===== config.mk =====
export PLATFORM = sky130hd
export DESIGN_NAME = count_watch
export DESIGN_NICKNAME = d
export VERILOG_FILES = /design/src/rtl/count_watch.sv
export SDC_FILE = /design/constraint.sdc
export NUM_CORES = 1
export LEC_CHECK = 0
export ABC_AREA = 0
export BUFFER_PORTS_ARGS = -buffer_cell sky130_fd_sc_hd__buf_4
export CAP_MARGIN = 25
export CELL_PAD_IN_SITES_DETAIL_PLACEMENT = 1
export CELL_PAD_IN_SITES_GLOBAL_PLACEMENT = 2
export CORE_MARGIN = 2
export CORE_UTILIZATION = 40
export CTS_CLUSTER_DIAMETER = 120
export DETAILED_ROUTE_END_ITERATION = 10
export PLACE_DENSITY = 0.85
export SLEW_MARGIN = 15
export SYNTH_ARGS = -nofsm -noshare
export SYNTH_HDL_FRONTEND = slang
export SYNTH_SLANG_ARGS = --single-unit

===== constraint.sdc =====
create_clock -name clock -period 11 [get_ports clock]
set_input_delay 2.2 -clock clock [delete_from_list [all_inputs] [get_ports clock]]
set_output_delay 2.2 -clock clock [all_outputs]
set_load 0.005 [all_outputs]

===== src/rtl/count_watch.sv =====
// count_watch: flags discontinuities in an upstream +1 counter and queues {prev, cur, stall}
// records in a fall-through FIFO. Optional drop counter enabled by COUNT_WATCH_DROP_CNT_EN.

package count_watch_pkg;

    typedef struct packed {
        logic [31:0] prev;
        logic [31:0] cur;
        logic        stall;
    } ev_rec_t;

endpackage

module count_watch
    import count_watch_pkg::*;
#(
    parameter int unsigned DEPTH = 4
) (
    input  logic                     clock,
    input  logic                     reset,
    input  logic [31:0]              count,
    output logic                     ev_valid,
    input  logic                     ev_ready,
    output logic [31:0]              ev_prev,
    output logic [31:0]              ev_cur,
    output logic                     ev_stall,
    output logic                     ovf,
    input  logic                     ovf_clr,
`ifdef COUNT_WATCH_DROP_CNT_EN
    output logic [15:0]              drop_cnt,
`endif
    output logic [$clog2(DEPTH):0]   level
);

    localparam int unsigned AW = $clog2(DEPTH);
    localparam int unsigned LW = AW + 1;

    typedef enum logic {
        S_PRIME = 1'b0,
        S_TRACK = 1'b1
    } state_t;

    state_t          r_state;
    state_t          w_state_nxt;
    logic [31:0]     r_prev;
    logic            w_event;
    logic            w_stall;
    ev_rec_t         w_rec;

    ev_rec_t         r_mem [DEPTH];
    logic [AW-1:0]   r_wr_ptr;
    logic [AW-1:0]   r_rd_ptr;
    logic [LW-1:0]   r_level;
    logic            r_ovf;

    logic            w_full;
    logic            w_pop;
    logic            w_push;
    logic            w_drop;

    // State register
    always_ff @(posedge clock) begin
        if (reset) begin
            r_state <= S_PRIME;
        end else begin
            r_state <= w_state_nxt;
        end
    end

    // Next state and discontinuity detection; PRIME only loads the previous sample
    always_comb begin
        w_state_nxt = r_state;
        w_event     = 1'b0;
        case (r_state)
            S_PRIME: begin
                w_state_nxt = S_TRACK;
            end
            S_TRACK: begin
                w_event = (count != (r_prev + 32'd1));
            end
            default: begin
                w_state_nxt = S_PRIME;
            end
        endcase
    end

    always_ff @(posedge clock) begin
        if (reset) begin
            r_prev <= 32'd0;
        end else begin
            r_prev <= count;
        end
    end

    always_comb begin
        w_stall     = (count == r_prev);
        w_rec       = '0;
        w_rec.prev  = r_prev;
        w_rec.cur   = count;
        w_rec.stall = w_stall;
    end

    // FIFO control: a pop frees a slot for a same-cycle push; empty FIFO never bypasses
    always_comb begin
        w_full = (r_level == LW'(DEPTH));
        w_pop  = (r_level != LW'(0)) && ev_ready;
        w_push = w_event && (!w_full || w_pop);
        w_drop = w_event && w_full && !w_pop;
    end

    always_ff @(posedge clock) begin
        if (reset) begin
            for (int unsigned i = 0; i < DEPTH; i++) begin
                r_mem[i] <= '0;
            end
        end else if (w_push) begin
            r_mem[r_wr_ptr] <= w_rec;
        end
    end

    always_ff @(posedge clock) begin
        if (reset) begin
            r_wr_ptr <= '0;
            r_rd_ptr <= '0;
            r_level  <= '0;
        end else begin
            if (w_push) begin
                r_wr_ptr <= r_wr_ptr + AW'(1);
            end
            if (w_pop) begin
                r_rd_ptr <= r_rd_ptr + AW'(1);
            end
            case ({w_push, w_pop})
                2'b10:   r_level <= r_level + LW'(1);
                2'b01:   r_level <= r_level - LW'(1);
                default: r_level <= r_level;
            endcase
        end
    end

    // Sticky overflow; a drop on the same edge as a clear keeps it set
    always_ff @(posedge clock) begin
        if (reset) begin
            r_ovf <= 1'b0;
        end else if (w_drop) begin
            r_ovf <= 1'b1;
        end else if (ovf_clr) begin
            r_ovf <= 1'b0;
        end
    end

`ifdef COUNT_WATCH_DROP_CNT_EN
    logic [15:0] r_drop_cnt;

    always_ff @(posedge clock) begin
        if (reset) begin
            r_drop_cnt <= 16'd0;
        end else if (w_drop) begin
            if (ovf_clr) begin
                r_drop_cnt <= 16'd1;
            end else if (r_drop_cnt != 16'hFFFF) begin
                r_drop_cnt <= r_drop_cnt + 16'd1;
            end
        end else if (ovf_clr) begin
            r_drop_cnt <= 16'd0;
        end
    end

    assign drop_cnt = r_drop_cnt;
`endif

    assign ev_valid = (r_level != LW'(0));
    assign ev_prev  = r_mem[r_rd_ptr].prev;
    assign ev_cur   = r_mem[r_rd_ptr].cur;
    assign ev_stall = r_mem[r_rd_ptr].stall;
    assign ovf      = r_ovf;
    assign level    = r_level;

endmodule


# After elaboration in Yosys (flattened, before gate mapping)
# Memory sizes are Yosys's and may differ from the RTL's. A register that Yosys moved wholly into a read port is not among the register bits.
# Index checks and enable logic that the tools add are counted.
# Widths: inputs -> output; s select.
[word_totals]
input_bits = 36
n_memories = 1
ramBits = 260
register_bits = 41
out_inout_bits = 70
[mem_list]
columns = ["memory", "words", "width", "read_ports", "rd_clocked_by_memory_dff", "wr", "line", "rtl"]
rows = [
  ["r_mem", 4, 65, 1, 1, 4, "50", "ev_rec_t r_mem [DEPTH];"],
]
[op_classes]
n_mux = 15
n_eq_ne = 5
n_addsub = 5
n_reduce_logical = 11
[op_table]
columns = ["op", "count"]
rows = [
  ["$mux 65", 1],
  ["$reduce_or 65->1", 1],
  ["$add 32x1->32 const B", 1],
  ["$eq 32x32->1", 1],
  ["$ne 32x32->1", 1],
  ["$mux 1", 10],
  ["$mux 2", 3],
  ["$pmux 3 s2", 1],
  ["$add 2x1->2 const B", 2],
  ["$logic_and 1x1->1", 4],
  ["$reduce_bool 2->1", 2],
  ["$add 3x1->3 const B", 1],
  ["$eq 3x3->1 const B", 1],
  ["$reduce_bool 3->1", 1],
  ["$sub 3x1->3 const B", 1],
  ["$eq 2x1->1 const B", 1],
  ["$eq 2x2->1 const B", 1],
  ["$logic_not 1->1", 2],
  ["$logic_or 1x1->1", 1],
]

# Depth between registers and ports, before layout
[logic_depth]
word_depth = 9
ltp_mapped = 13

# Worst setup path before layout
# OpenSTA, ideal clock, no wires.
[synth_path]
path_type = "input to register"
startpoint = "in count[15]"
endpoint = "mem r_mem[3][0] in the netlist's numbering, enable pin"
setup_ns = 0.584
slack_ns = 2.020
required_time_ns = 10.416
arrival_ns = 8.396
cell_stages = 9
n_path_buf = 0
path_cell_list = "xor2_1 -> or3_1 -> a21oi_1 -> nor3_1 -> nand3_1 -> nor4_1 -> and2_1 -> or2_2 -> o31ai_1"
[synth_rtl]
columns = ["item", "line", "rtl"]
rows = [
  ["start: declaration", "21", "input logic [31:0] count,"],
  ["end: declaration", "50", ""],
]

==> impl_metrics.toml <==
[sta]
period_minus_slack_ns = 5.514
fmaxAchievable_mhz = 181.4
finalSetupTns_ns = 0
setup_viol = 0
hold_viol = 0
drv_slew = 0
final.setup.worst_slack_ns = 5.486
tightest_slew_ns = 1.027
grt_setup_unrepaired = "false"
finalCritPeriodShare_pct = 50.13
fin_skew_ns = 0.01800
slew-limit-headroom_pct = 31.36

[setup_path]
critical_path_class = "input pin to flip-flop"
path_max_fanout = 42
critPathCaptureType = "flip-flop"
crit_required_ns = 11.25
critPathBufInv = 2
slowest_stage = "a211o_2"
crit_family = "compound AO/OA/AOI/OAI gates"
worstPathArrival_ns = 5.77
path_cells = "buf_4 > nand4b_1 > a211oi_1 > nand4_1 > a2111oi_0 > nand3_1 > nor4_1 > a211o_2 > nand2b_1 > buf_4 > nor2_1"
crit_top_cell = "buf_4"
start_kind = "input pin"
slowest_delay_ns = 0.84

[synth]
syn_area_per_cell_sq_um = 13.73
netlist_area_sq_um = 13710
async_flop_share_pct = 0
synthTopCellsByArea = "edfxtp_1, mux4_2, dfxtp_1, nor2_1, and2_1"
synth.top_cell.area_share_pct = 56.93
ys_seq_elements = 303
ys_warn_count = 0
synth_edf_count = 260
ys_seq_area_share_pct = 63.21
yosys_most_used_dff = "edfxtp_1"
ys_types = 57
yosys.area.top_type = "edfxtp_1"
synthCells = 999
syn-num-nets = 1037

[grt]
busiest_layer = "met2"
grt_usage_pct = 20.56
grt_pass1_vias = 8974
grt_first_pass_wirelength_microns = 55450
use_met3_pct = 3.077
grt-ovfl-total = 0
grt_max_degree = 106
grtUsageMet1_pct = 27.85
grt_antenna_before_repair = 0
grtUsageMet2_pct = 34.74

[clock_network]
cts_buffers = 34
cts_tree = "built"
clock_sinks = 303
ctsResizeCount = 0
worstSkewPairLatency_ns = 0.51
htreeDepth = 2
clockRootBuffer = "clkbuf_16"
cts_hold_buf = 0
cts_buffer_depth = 3
post_cts_buffers = 0
clkTransAtPathRegs_ns = 0.06

[drt]
avgRoutedWirePerCell_microns = 23.27
drt_iter0_drc = 763
ant_nets = 0
drc_errors = 0
viasPerCell = 5.444
vias = 8493
dr.pass1.iters = 4
totalWireLength_microns = 36300

[placement]
gp_congestion = 0.8412
post-dp-hpwl_microns = 22770
io_buffers = 105
place_ws_ns = 5.003

[floorplan]
initial_core_util_pct = 40.79
io_pins = 106
die_w_microns = 189.2
rows = 67
die_area_sq_um = 35780
core_area_sq_um = 33620
fp.dieH_microns = 189.2

[final_layout]
drive_gt1_share_pct = 22.75
nFillCells = 3341
num-nets-final = 1125
antennaDiodeCount = 0
area_growth_pct = 16.91

[flow_run]
max_cap_viol_count = 0

[pwr]
p_per_area_nw_per_um2 = 198.7
ir_drop_mv = 0.1030
leakagePower_nw = 6.021

[status]
status = "complete, no violations"

[min_path]
hold_class = "flip-flop to flip-flop"
-- report_power, final --
group | leakage [nW] | switching, W | internal (W)
registers | 3.08 | 0.0000700 | 0.00135
clock network | 0.533 | 0.000451 | 0.000686
logic | 2.40 | 0.000307 | 0.000318
-- placed cells by master (no fill, tap or decap), types with 4 or more instances in the layout --
cell,count
or3_1,7
xor2_1,20
inv_1,10
and2_1,72
a21oi_1,9
and3_1,72
clkbuf_8,4
edfxtp_1,260
mux4_2,65
nand4_1,13
xnor2_1,28
buf_4,119
clkbuf_16,35
clkbuf_1,12
nand2b_1,5
nor4_1,17
nor2b_1,35
nand2_1,57
dfxtp_1,41
mux2_2,4
o21ai_0,5
nor2_1,132
nor3_1,9
nand3_1,15
-- cell families after synthesis --
kind of cell | count (synthesis) | share of synthesized area (%)
AOI/OAI and AO/OA | 42 | 2.199
xor gates and xnor gates | 48 | 3.066
and+or+nand+nor | 454 | 17.27
buffers and inverters | 78 | 2.792
DFF | 303 | 63.21
adders and majority gates | 2 | 0.2372
muxes | 72 | 11.22
-- flip-flops by register name, indices dropped and copies added, names as in the netlist, named ones only --
name / cells
ovf: 1
r_prev: 32
r_state: 1
r_rd_ptr: 2
level: 3
r_mem: 260
r_wr_ptr: 2
-- tightest hold or removal path, cell delays in order (launching register included) --
cell and delay [ns]:
dfxtp_1 0.31, nand2b_1 0.07, a21oi_1 0.06
-- cell usage after synthesis, types with 3 or more instances --
master,instances
or3_1,7
a21oi_1,9
and2_1,72
nor2b_1,35
dfxtp_1,43
nand2_1,58
or2_2,3
o2111a_1,3
buf_2,9
buf_6,6
inv_1,10
xor2_1,20
edfxtp_1,260
or4_1,3
mux2i_1,3
a211oi_1,3
nor2_1,134
clkbuf_1,36
o31ai_1,4
mux2_2,4
nor4_1,17
buf_1,8
nor3_1,9
mux4_2,65
xnor2_1,28
buf_4,9
nand2b_1,5
and3_1,72
nand4_1,13
nand3_1,15
o21ai_0,7
-- through the flow --
stage / hold slack (ns) / utilization, % / instance area [sq um] / power (W) / instances
2_1_floorplan: 0.4658 / - / 13710 / 0.001798 / 999
3_3_place_gp: 0.4660 / 44.30 / 14890 / 0.002075 / 1498
3_5_place_dp: 0.4940 / 44.30 / 14890 / 0.002088 / 1498
4_1_cts: 0.5046 / 47.61 / 16000 / 0.003224 / 1559
5_1_grt: 0.5266 / 47.69 / 16030 / 0.003313 / 1560
6_report: 0.4946 / 47.69 / 16030 / 0.003185 / 1560
-- metal layers --
| layer | share of wire [%] | routed length [microns] |
|---|---|---|
| met1 | 44 | 16090 |
| met2 | 49 | 17810 |
| met3 | 4.3 | 1562 |
| met4 | 2.3 | 831 |
| met5 | 0 | 0 |
-- final timing paths --
check | depth (start not counted) | slack [ns] | endpoint | startpoint
setup / recovery | 11 | 5.49 | r_mem[1][8] | count[2]
hold / removal | 2 | 0.49 | ovf | ovf
setup reg to reg | 10 | 6.12 | r_mem[2][56] | r_prev[2]
hold reg to reg | 2 | 0.49 | ovf | ovf
-- area by class of cell --
cell class / instances / area [sq um] / area share [%]
Sequential cell: 303 / 8673 / 54.10
Timing Repair Buffer: 120 / 920.9 / 5.744
Clock buffer: 51 / 975.9 / 6.088
Tap cell: 448 / 560.5 / 3.496
Inverter: 10 / 37.54 / 0.2341
Multi-Input combinational cell: 618 / 4727 / 29.49
Clock inverter: 10 / 136.4 / 0.8507
Note: power is estimated with default switching activity, not from simulation.
